--- src/rtl/uart_rx_fifo_if.sv ---
// Bus between the UART receiver/host side and the uart_rx_fifo receive buffer.
// ERR_COUNT exists only when UART_RX_FIFO_DROP_ERR_EN is defined.
interface uart_rx_fifo_if #(
    parameter int unsigned DATA_WIDTH = 8,
    parameter int unsigned ADDR_WIDTH = 4
);
    logic [DATA_WIDTH-1:0] WR_DATA;
    logic                  WR_VALID;
    logic                  WR_PAR_ERR;
    logic                  WR_FRM_ERR;
    logic                  RD_EN;
    logic [DATA_WIDTH-1:0] RD_DATA;
    logic                  RD_PAR_ERR;
    logic                  RD_FRM_ERR;
    logic                  RD_VALID;
    logic                  EMPTY;
    logic                  FULL;
    logic [ADDR_WIDTH:0]   LEVEL;
    logic                  OVERRUN;
    logic                  OVR_CLR;
`ifdef UART_RX_FIFO_DROP_ERR_EN
    logic [7:0]            ERR_COUNT;

    modport master (
        output WR_DATA, WR_VALID, WR_PAR_ERR, WR_FRM_ERR, RD_EN, OVR_CLR,
        input  RD_DATA, RD_PAR_ERR, RD_FRM_ERR, RD_VALID, EMPTY, FULL, LEVEL, OVERRUN,
               ERR_COUNT
    );

    modport slave (
        input  WR_DATA, WR_VALID, WR_PAR_ERR, WR_FRM_ERR, RD_EN, OVR_CLR,
        output RD_DATA, RD_PAR_ERR, RD_FRM_ERR, RD_VALID, EMPTY, FULL, LEVEL, OVERRUN,
               ERR_COUNT
    );
`else
    modport master (
        output WR_DATA, WR_VALID, WR_PAR_ERR, WR_FRM_ERR, RD_EN, OVR_CLR,
        input  RD_DATA, RD_PAR_ERR, RD_FRM_ERR, RD_VALID, EMPTY, FULL, LEVEL, OVERRUN
    );

    modport slave (
        input  WR_DATA, WR_VALID, WR_PAR_ERR, WR_FRM_ERR, RD_EN, OVR_CLR,
        output RD_DATA, RD_PAR_ERR, RD_FRM_ERR, RD_VALID, EMPTY, FULL, LEVEL, OVERRUN
    );
`endif
endinterface

--- src/rtl/uart_rx_fifo.sv ---
// Circular receive FIFO behind the UART receiver with registered read port and sticky overrun.
// Optional UART_RX_FIFO_DROP_ERR_EN: drop errored frames and count them in ERR_COUNT.
module uart_rx_fifo #(
    parameter int unsigned DATA_WIDTH = 8,
    parameter int unsigned ADDR_WIDTH = 4
) (
    input logic           RX_CLK,
    input logic           RST,
    uart_rx_fifo_if.slave bus
);
    localparam int unsigned DEPTH = 2 ** ADDR_WIDTH;
    localparam int unsigned PTR_W = ADDR_WIDTH + 1;
    localparam int unsigned CNT_W = 8;

    // Errored frames never reach the memory when dropping is enabled, so flags are not stored
    typedef struct packed {
`ifndef UART_RX_FIFO_DROP_ERR_EN
        logic                  frm;
        logic                  par;
`endif
        logic [DATA_WIDTH-1:0] data;
    } entry_t;

    entry_t                mem_q [DEPTH];

    logic [PTR_W-1:0]      wr_ptr_q, wr_ptr_d;
    logic [PTR_W-1:0]      rd_ptr_q, rd_ptr_d;
    logic [DATA_WIDTH-1:0] rd_data_q, rd_data_d;
    logic                  rd_valid_q, rd_valid_d;
    logic                  overrun_q, overrun_d;
`ifdef UART_RX_FIFO_DROP_ERR_EN
    logic [CNT_W-1:0]      err_cnt_q, err_cnt_d;
    logic                  err_frame_c;
`else
    logic                  rd_par_q, rd_par_d;
    logic                  rd_frm_q, rd_frm_d;
`endif

    logic                  empty_c;
    logic                  full_c;
    logic [PTR_W-1:0]      level_c;
    logic                  rd_en_c;
    logic                  wr_en_c;
    logic                  drop_c;
    entry_t                wr_entry_c;
    entry_t                rd_entry_c;

    // Status, handshake qualification and next-state for all registers
    always_comb begin
        empty_c    = 1'b0;
        full_c     = 1'b0;
        level_c    = '0;
        rd_en_c    = 1'b0;
        wr_en_c    = 1'b0;
        drop_c     = 1'b0;
        wr_entry_c = '0;
        rd_entry_c = '0;
        wr_ptr_d   = wr_ptr_q;
        rd_ptr_d   = rd_ptr_q;
        rd_data_d  = rd_data_q;
        rd_valid_d = 1'b0;
        overrun_d  = overrun_q;
`ifdef UART_RX_FIFO_DROP_ERR_EN
        err_cnt_d   = err_cnt_q;
        err_frame_c = 1'b0;
`else
        rd_par_d    = rd_par_q;
        rd_frm_d    = rd_frm_q;
`endif

        empty_c = (wr_ptr_q == rd_ptr_q);
        full_c  = (wr_ptr_q[ADDR_WIDTH-1:0] == rd_ptr_q[ADDR_WIDTH-1:0])
               && (wr_ptr_q[ADDR_WIDTH] != rd_ptr_q[ADDR_WIDTH]);
        level_c = wr_ptr_q - rd_ptr_q;

        wr_entry_c.data = bus.WR_DATA;
`ifdef UART_RX_FIFO_DROP_ERR_EN
        err_frame_c = bus.WR_VALID && (bus.WR_PAR_ERR || bus.WR_FRM_ERR);
        rd_en_c     = bus.RD_EN && !empty_c;
        wr_en_c     = bus.WR_VALID && !err_frame_c && (!full_c || bus.RD_EN);
        drop_c      = bus.WR_VALID && !err_frame_c && full_c && !bus.RD_EN;
        if (err_frame_c && (err_cnt_q != {CNT_W{1'b1}})) begin
            err_cnt_d = err_cnt_q + CNT_W'(1);
        end
`else
        wr_entry_c.par = bus.WR_PAR_ERR;
        wr_entry_c.frm = bus.WR_FRM_ERR;
        rd_en_c        = bus.RD_EN && !empty_c;
        wr_en_c        = bus.WR_VALID && (!full_c || bus.RD_EN);
        drop_c         = bus.WR_VALID && full_c && !bus.RD_EN;
`endif

        rd_entry_c = mem_q[rd_ptr_q[ADDR_WIDTH-1:0]];

        if (wr_en_c) begin
            wr_ptr_d = wr_ptr_q + PTR_W'(1);
        end

        if (rd_en_c) begin
            rd_ptr_d   = rd_ptr_q + PTR_W'(1);
            rd_data_d  = rd_entry_c.data;
            rd_valid_d = 1'b1;
`ifndef UART_RX_FIFO_DROP_ERR_EN
            rd_par_d   = rd_entry_c.par;
            rd_frm_d   = rd_entry_c.frm;
`endif
        end

        // A dropped frame wins over a same-cycle clear
        if (drop_c) begin
            overrun_d = 1'b1;
        end else if (bus.OVR_CLR) begin
            overrun_d = 1'b0;
        end
    end

    always_ff @(posedge RX_CLK) begin
        if (!RST) begin
            wr_ptr_q   <= '0;
            rd_ptr_q   <= '0;
            rd_data_q  <= '0;
            rd_valid_q <= 1'b0;
            overrun_q  <= 1'b0;
`ifdef UART_RX_FIFO_DROP_ERR_EN
            err_cnt_q  <= '0;
`else
            rd_par_q   <= 1'b0;
            rd_frm_q   <= 1'b0;
`endif
        end else begin
            wr_ptr_q   <= wr_ptr_d;
            rd_ptr_q   <= rd_ptr_d;
            rd_data_q  <= rd_data_d;
            rd_valid_q <= rd_valid_d;
            overrun_q  <= overrun_d;
`ifdef UART_RX_FIFO_DROP_ERR_EN
            err_cnt_q  <= err_cnt_d;
`else
            rd_par_q   <= rd_par_d;
            rd_frm_q   <= rd_frm_d;
`endif
        end
    end

    // Storage is not reset; the pointers alone define which entries are live
    always_ff @(posedge RX_CLK) begin
        if (wr_en_c) begin
            mem_q[wr_ptr_q[ADDR_WIDTH-1:0]] <= wr_entry_c;
        end
    end

    assign bus.RD_DATA    = rd_data_q;
    assign bus.RD_VALID   = rd_valid_q;
    assign bus.EMPTY      = empty_c;
    assign bus.FULL       = full_c;
    assign bus.LEVEL      = level_c;
    assign bus.OVERRUN    = overrun_q;
`ifdef UART_RX_FIFO_DROP_ERR_EN
    assign bus.RD_PAR_ERR = 1'b0;
    assign bus.RD_FRM_ERR = 1'b0;
    assign bus.ERR_COUNT  = err_cnt_q;
`else
    assign bus.RD_PAR_ERR = rd_par_q;
    assign bus.RD_FRM_ERR = rd_frm_q;
`endif

endmodule

--- src/flat_wrapper.sv ---
// flat-port wrapper written by rule: the top's interface ports become plain ports
module uart_rx_fifo_flat 
#(
    parameter int unsigned DATA_WIDTH = 8,
    parameter int unsigned ADDR_WIDTH = 4
)
  (RX_CLK, RST, bus_WR_DATA, bus_WR_VALID, bus_WR_PAR_ERR, bus_WR_FRM_ERR, bus_RD_EN, bus_OVR_CLR, bus_RD_DATA, bus_RD_PAR_ERR, bus_RD_FRM_ERR, bus_RD_VALID, bus_EMPTY, bus_FULL, bus_LEVEL, bus_OVERRUN);
  uart_rx_fifo_if #(.DATA_WIDTH(DATA_WIDTH), .ADDR_WIDTH(ADDR_WIDTH)) bus_i ();
  input logic RX_CLK;
  input logic RST;
  input wire logic [$bits(bus_i.WR_DATA)-1:0] bus_WR_DATA;
  input wire logic [$bits(bus_i.WR_VALID)-1:0] bus_WR_VALID;
  input wire logic [$bits(bus_i.WR_PAR_ERR)-1:0] bus_WR_PAR_ERR;
  input wire logic [$bits(bus_i.WR_FRM_ERR)-1:0] bus_WR_FRM_ERR;
  input wire logic [$bits(bus_i.RD_EN)-1:0] bus_RD_EN;
  input wire logic [$bits(bus_i.OVR_CLR)-1:0] bus_OVR_CLR;
  output wire logic [$bits(bus_i.RD_DATA)-1:0] bus_RD_DATA;
  output wire logic [$bits(bus_i.RD_PAR_ERR)-1:0] bus_RD_PAR_ERR;
  output wire logic [$bits(bus_i.RD_FRM_ERR)-1:0] bus_RD_FRM_ERR;
  output wire logic [$bits(bus_i.RD_VALID)-1:0] bus_RD_VALID;
  output wire logic [$bits(bus_i.EMPTY)-1:0] bus_EMPTY;
  output wire logic [$bits(bus_i.FULL)-1:0] bus_FULL;
  output wire logic [$bits(bus_i.LEVEL)-1:0] bus_LEVEL;
  output wire logic [$bits(bus_i.OVERRUN)-1:0] bus_OVERRUN;
  assign bus_i.WR_DATA = bus_WR_DATA;
  assign bus_i.WR_VALID = bus_WR_VALID;
  assign bus_i.WR_PAR_ERR = bus_WR_PAR_ERR;
  assign bus_i.WR_FRM_ERR = bus_WR_FRM_ERR;
  assign bus_i.RD_EN = bus_RD_EN;
  assign bus_i.OVR_CLR = bus_OVR_CLR;
  assign bus_RD_DATA = bus_i.RD_DATA;
  assign bus_RD_PAR_ERR = bus_i.RD_PAR_ERR;
  assign bus_RD_FRM_ERR = bus_i.RD_FRM_ERR;
  assign bus_RD_VALID = bus_i.RD_VALID;
  assign bus_EMPTY = bus_i.EMPTY;
  assign bus_FULL = bus_i.FULL;
  assign bus_LEVEL = bus_i.LEVEL;
  assign bus_OVERRUN = bus_i.OVERRUN;
  uart_rx_fifo #(.DATA_WIDTH(DATA_WIDTH), .ADDR_WIDTH(ADDR_WIDTH)) u_core (.RX_CLK(RX_CLK), .RST(RST), .bus(bus_i));
endmodule
--- config.mk ---
export PLATFORM = sky130hd
export DESIGN_NAME = uart_rx_fifo_flat
export DESIGN_NICKNAME = d
export VERILOG_FILES = /design/src/rtl/uart_rx_fifo_if.sv /design/src/rtl/uart_rx_fifo.sv /design/src/flat_wrapper.sv
export SDC_FILE = /design/constraint.sdc
export NUM_CORES = 1
export LEC_CHECK = 0
export CORE_UTILIZATION = 55
export CTS_CLUSTER_SIZE = 25
export DETAILED_ROUTE_END_ITERATION = 16
export PLACE_DENSITY_LB_ADDON = 0.15
export SLEW_MARGIN = 20
export SYNTH_ARGS = -nofsm -noshare
export SYNTH_HDL_FRONTEND = slang
export SYNTH_SLANG_ARGS = --single-unit
--- constraint.sdc ---
create_clock -name RX_CLK -period 3.27 [get_ports RX_CLK]
set_input_delay 0.654 -clock RX_CLK [delete_from_list [all_inputs] [get_ports RX_CLK]]
set_output_delay 0.654 -clock RX_CLK [all_outputs]
set_load 0.02 [all_outputs]
-- Word level (Yosys, flattened, before mapping)
Memories as Yosys holds them, arrays and structs flattened. A register that Yosys moved wholly into a read port is not among the register bits.
Cells that the tools add are included.
- add/sub/neg operators: 3
- multiply operators: 0
- div/mod/pow operators: 0
- $lt $le $gt $ge: 0
- equal/unequal tests: 3
- shift-type cells: 0
- mux-type cells: 5
- bitwise logic cells: 0
- reduce and logical (&&, ||, !) cells: 11
- operators by type and width (operator ; number):
    5-bit by 1-bit adder with 5-bit output (second input constant) ; 2
    5-bit equality test ; 1
    1-bit logical AND ; 5
    1-bit two-way mux ; 5
    5-bit subtractor ; 1
    4-bit equality test ; 1
    1-bit zero test ; 4
    2-bit nonzero test ; 1
    1-bit logical OR ; 1
    1-bit != test ; 1
- flip-flop bits (word level): 12
- bits in latches: 0
- memory bits (writable): 160
- bits in read-only memories: 0
- bits of input ports: 15
- output and inout port bits: 19
- logic and storage cells: 27
- memories: 1
- memory list (name ; depth ; bits a word ; rd ports ; clocked after Yosys merged registers in ; wr ports ; RTL line ; text):
    u_core.mem_q ; 16 ; 10 ; 1 ; 1 ; 1 ; uart_rx_fifo.sv:24 ; entry_t mem_q [DEPTH];

-- Logic depth before layout (Yosys ltp)
- word-level depth: 7
- mapped depth: 10
- gate-level depth less buffers: 7

-- Worst setup path after synthesis
OpenSTA, ideal clock, no wires.
- path type: register -> register
- start: reg u_core.rd_ptr_q[1]
- end: mem u_core.mem_q[0][0] in the netlist's numbering (enable)
- library setup time: 390 ps
- data arrival time: 2530 ps
- required time: 2880 ps
- setup slack: 350 ps
- stages on the path, launching flop included: 10
- buffers on the path: 3
- period minus slack after synthesis: 2920 ps
- cells stage by stage: dfxtp_1 > buf_6 > buf_6 > buf_4 > inv_1 > ha_1 > nand4_2 > o31a_1 > nand2_1 > nor3_1
- longest elaborated chain between the ends: 7
- RTL lines (what ; RTL line ; text):
    start: declaration ; uart_rx_fifo.sv:27 ; logic [PTR_W-1:0] rd_ptr_q, rd_ptr_d;
    start signal: assignment ; uart_rx_fifo.sv:132 ; rd_ptr_q <= rd_ptr_d;
    4-bit equality test ; uart_rx_fifo.sv:72 ; full_c = (wr_ptr_q[ADDR_WIDTH-1:0] == rd_ptr_q[ADDR_WIDTH-1:0])
    1-bit logical AND ; uart_rx_fifo.sv:73 ; && (wr_ptr_q[ADDR_WIDTH] != rd_ptr_q[ADDR_WIDTH]);
    1-bit zero test ; uart_rx_fifo.sv:89 ; wr_en_c = bus.WR_VALID && (!full_c || bus.RD_EN);
    1-bit logical OR ; uart_rx_fifo.sv:89 ;
    1-bit logical AND ; uart_rx_fifo.sv:89 ;
    1-bit two-way mux ; uart_rx_fifo.sv:147 ; if (wr_en_c) begin
    1-bit two-way mux (not written as such) ; uart_rx_fifo.sv:148 ; mem_q[wr_ptr_q[ADDR_WIDTH-1:0]] <= wr_entry_c;
    end: declaration ; uart_rx_fifo.sv:24 ;
No other way between the ends.

-- Worst setup path after layout
- start: reg u_core.rd_ptr_q[3]
- end: out bus_EMPTY
- longest elaborated chain between the ends: 1
- RTL lines (what ; RTL line ; text):
    5-bit equality test ; uart_rx_fifo.sv:71 ; empty_c = (wr_ptr_q == rd_ptr_q);
    end: declaration ; flat_wrapper.sv:21 ; output wire logic [$bits(bus_i.EMPTY)-1:0] bus_EMPTY;
No other way between the ends.

==> key figures <==
Routing
  – Routed Antenna Nets: 0
  – DR WL/cell: roughly 22 um
  – DRC: 0
  – TritonRoute pass-1 iters: 5
  – Via/cell ratio: 5.83
  – DR vias: approximately 3900
  – Detailed Route WL: roughly 14000 um
  – 1st-iter DRT viols: between 200 and 300

Clocking
  – Root buf cell: clkbuf_16
  – H-tree Lvls: 4
  – Total CTS buffers: 17
  – # hold bufs at CTS: 0
  – CTS tree: done
  – Clock transition at path regs: around 60 ps
  – Max clock buf depth: 2
  – CTS Sinks: between 150 and 200
  – Clk Latency, worst-skew pair: between 400 and 500 ps

Die
  – Chip height: 117 um
  – Chip Width: between 100 and 150 um
  – Core Box Area: between 10000 and 15000 um2
  – Row cnt: 41
  – Die area: approximately 14000 um2
  – Top-Level Pins: 34
  – Initial core utilization: 0.572

GRT
  – Global-route wire length before repair: 21500 um
  – Pin count of the biggest net entering global routing: between 40 and 50
  – Gr usage total: 0.229
  – GRT Residual Overflow: 0
  – Vias in the first global route: roughly 3800
  – Initial antenna violation count: 0

Critical path
  – Crit Path Class: flop to output pin
  – CP Launch Type: flop
  – Critical Path Sink: bus_EMPTY
  – CP Launch Point: u_core.rd_ptr_q[3]
  – CP Capture Type: output pin
  – WP depth: 5
  – Buf/Inv on CP: 2
  – Reg-to-reg critical path startpoint: u_core.rd_ptr_q[3]
  – Worst-path cell with the longest stage delay: clkdlybuf4s50_1
  – Cell Chain, Critical Path: clkinvlp_4, ha_1, nand4_2, nor2_1, clkdlybuf4s50_1
  – Worst R2R End: u_core.mem_q[11][7]
  – Top delay family on crit path: buffers and inverters
  – CP Max Fanout: 9
  – Worst EP required: roughly 2600 ps
  – Flop2flop setup slack: approximately 630 ps
  – Register-to-Register Path Depth: 5
  – Slowest stage delay, CP: about 610 ps
  – Crit path arrival time: ~2500 ps

Synth
  – Dominant cell type by area after synthesis: edfxtp_1
  – Post-synth EDFFs: 160
  – Top cell type's share of synthesized area: 0.658
  – Syn Nets: 451
  – Complex-gate fraction of the synthesized area: 0.0469
  – Most used flip-flop cell after synthesis: edfxtp_1
  – FFs w/ async S/R, synth: 0
  – Synth Area in XOR/XNOR: 0.0130
  – Synth Area in Simple Gates: 0.0432
  – Synthesis-stage register bit count: about 180
  – Largest family of logic cells by synthesized area: multiplexers
  – Ranking of synthesized cells by area: edfxtp_1 (66%), dfxtp_1 (6.0%), mux2i_1 (5.9%)
  – Netlist cell types: 40
  – Mux contribution to synthesized area: 0.139
  – Commonest cells post-synth: edfxtp_1 (160), mux2i_1 (43), nor2_1 (23), dfxtp_1 (22), o22ai_1 (20)
  – Mapped Area: between 7000 and 8000 um2
  – Most frequent cell after synthesis: edfxtp_1
  – Cells after Synth: ~430
  – Syn_area_per_cell: 17.1 um2
  – Synth Warn #: 0
  – Adder-Cell Fraction of Synth Area: 0.0182
  – Post-synthesis sequential area ratio: 0.718

Timing
  – Hold Violations, Final: 0
  – Tcrit/Tclk final: 0.959
  – Clock Skew: roughly 7.3 ps
  – Final setup violation count: 0
  – TNS Setup: 0 ps
  – Worst slew margin: 0.294
  – Fin. max-slew vios: 0
  – Min Tclk post-route: around 3100 ps
  – Fmax: ~0.32 GHz
  – Worst slew pin tran: approximately 1100 ps
  – Final Hold Slack: 525 ps

Finish
  – Inserted Diodes: 0
  – Proportion of layout cells with a drive suffix above 1: 0.170
  – Final net count: 500
  – Final instance area: 8440 um2
  – Final non-filler cell total: 660
  – # fillers: 869
  – Layout area overhead: 15.5%

Place
  – Dpl cells: 626
  – Post-DP Area: 7840 um2
  – Number of buffers added on ports: 33
  – Final GP Congestion: around 0.87
  – HPWL after DPL: 8790 um

Run status
  – Status: finished, final reports clean

Min path
  – Worst hold start: u_core.bus.RD_DATA[2]
  – Worst Hold Class: flop to flop

Pwr
  – P_leak: about 2.7 nW
  – Max IR drop VDD: 0.376 mV
  – P per Cell Area: between 600 and 700 nW/um2

Flow run
  – Total of max-cap violations: 0
[final cells by class]
class | instances | area [um2] | share of cell area
Timing Repair Buffer | 51 | 464 | 0.0550
Tap cell | 172 | 215 | 0.0255
Clock inverter | 12 | 129 | 0.0153
Inverter | 8 | 33.8 | 0.00400
Sequential cell | 182 | 5250 | 0.622
Multi-Input combinational cell | 215 | 1900 | 0.225
Clock buffer | 20 | 447 | 0.0529
[repair_timing]
action / CTS / global route
buffers inserted: 0 / 2
gates resized for setup: 1 / 1
setup endpoints to repair: 1 / 2
[flip-flops by register name, indices dropped and copies added, names as in the netlist]
register / cells
u_core.mem_q: 160
u_core.bus.RD_DATA: 8
u_core.rd_ptr_q: 5
u_core.wr_ptr_q: 5
u_core.bus.OVERRUN: 1
u_core.bus.RD_FRM_ERR: 1
u_core.bus.RD_PAR_ERR: 1
u_core.bus.RD_VALID: 1
[worst register-to-register path, delay by kind of cell (launching register included)]
kind / cells / cell delay [ps]
simple gates: 2 / 1030
flops: 1 / 460
fa+ha+maj: 1 / 380
buf+inv: 1 / 210
compound gates: 1 / 170
[per-stage QoR]
stage / total power [mW] / utilization / setup WS (ps)
2_1_floorplan: 3.18 / - / 350
3_3_place_gp: 3.43 / 0.614 / 431
3_5_place_dp: 3.45 / 0.614 / 385
4_1_cts: 5.39 / 0.659 / 123
5_1_grt: 5.53 / 0.661 / -9.08
6_report: 5.34 / 0.661 / 133
[where the power goes]
part | internal [mW] | leakage, nW | switching (mW) | total [mW]
Sequential | 2.59 | 1.63 | 0.0299 | 2.62
Clock | 1.14 | 0.264 | 0.813 | 1.95
Combinational | 0.342 | 0.815 | 0.423 | 0.765
Total | 4.08 | 2.71 | 1.27 | 5.34
[placed cells by master (no fill, tap or decap), types with 2 or more instances in the layout]
master	netlist	layout
edfxtp_1	160	160
mux2i_1	43	43
clkdlybuf4s50_1	0	32
nor2_1	23	23
o22ai_1	20	20
dfxtp_1	22	20
buf_4	2	18
clkbuf_16	0	17
nor3_1	16	16
mux4_2	16	16
a21oi_1	14	14
nand2_1	14	14
o21ai_1	13	12
mux2_2	9	9
ha_1	9	9
inv_1	8	7
clkinvlp_4	0	7
xnor2_1	5	5
xor2_1	4	4
mux4_1	4	4
nand2b_1	3	3
clkinv_2	0	3
a21o_1	2	2
nand3_1	2	2
nand3b_1	2	2
or3_1	2	2
bufinv_16	0	2
clkbuf_1	5	2
dfxtp_2	0	2
[routing by layer]
layer / part of all wire / wire [um] / GRT usage / up-vias
li1: - / - / - / 1765
met1: 0.42 / 6130 / 0.295 / 1925
met2: 0.49 / 7100 / 0.370 / 139
met3: 0.060 / 875 / 0.0494 / 22
met4: 0.025 / 357 / 0.118 / 0
met5: 0 / 0 / 0 / -
[cells by family (layout without fill, tap and decap cells)]
family / Yosys count / in the layout
AO/OA/AOI/OAI: 55 / 55
XOR/XNOR: 10 / 10
adder cells (fa/ha/maj): 10 / 10
buffers and inverters: 29 / 91
flip-flops: 182 / 182
multiplexers: 73 / 73
AND/OR/NAND/NOR: 67 / 67
[worst min-delay path by stage]
stage,cells after the start,endpoint,slack (ps)
2_1_floorplan,2,u_core.rd_ptr_q[4],500
3_3_place_gp,2,u_core.rd_ptr_q[3],520
3_5_place_dp,2,u_core.bus.RD_DATA[2],510
4_1_cts,2,u_core.bus.RD_DATA[2],530
5_1_grt,2,u_core.bus.RD_DATA[2],550
6_report,2,u_core.bus.RD_DATA[2],530
Note: power is estimated with default switching activity, not from simulation.
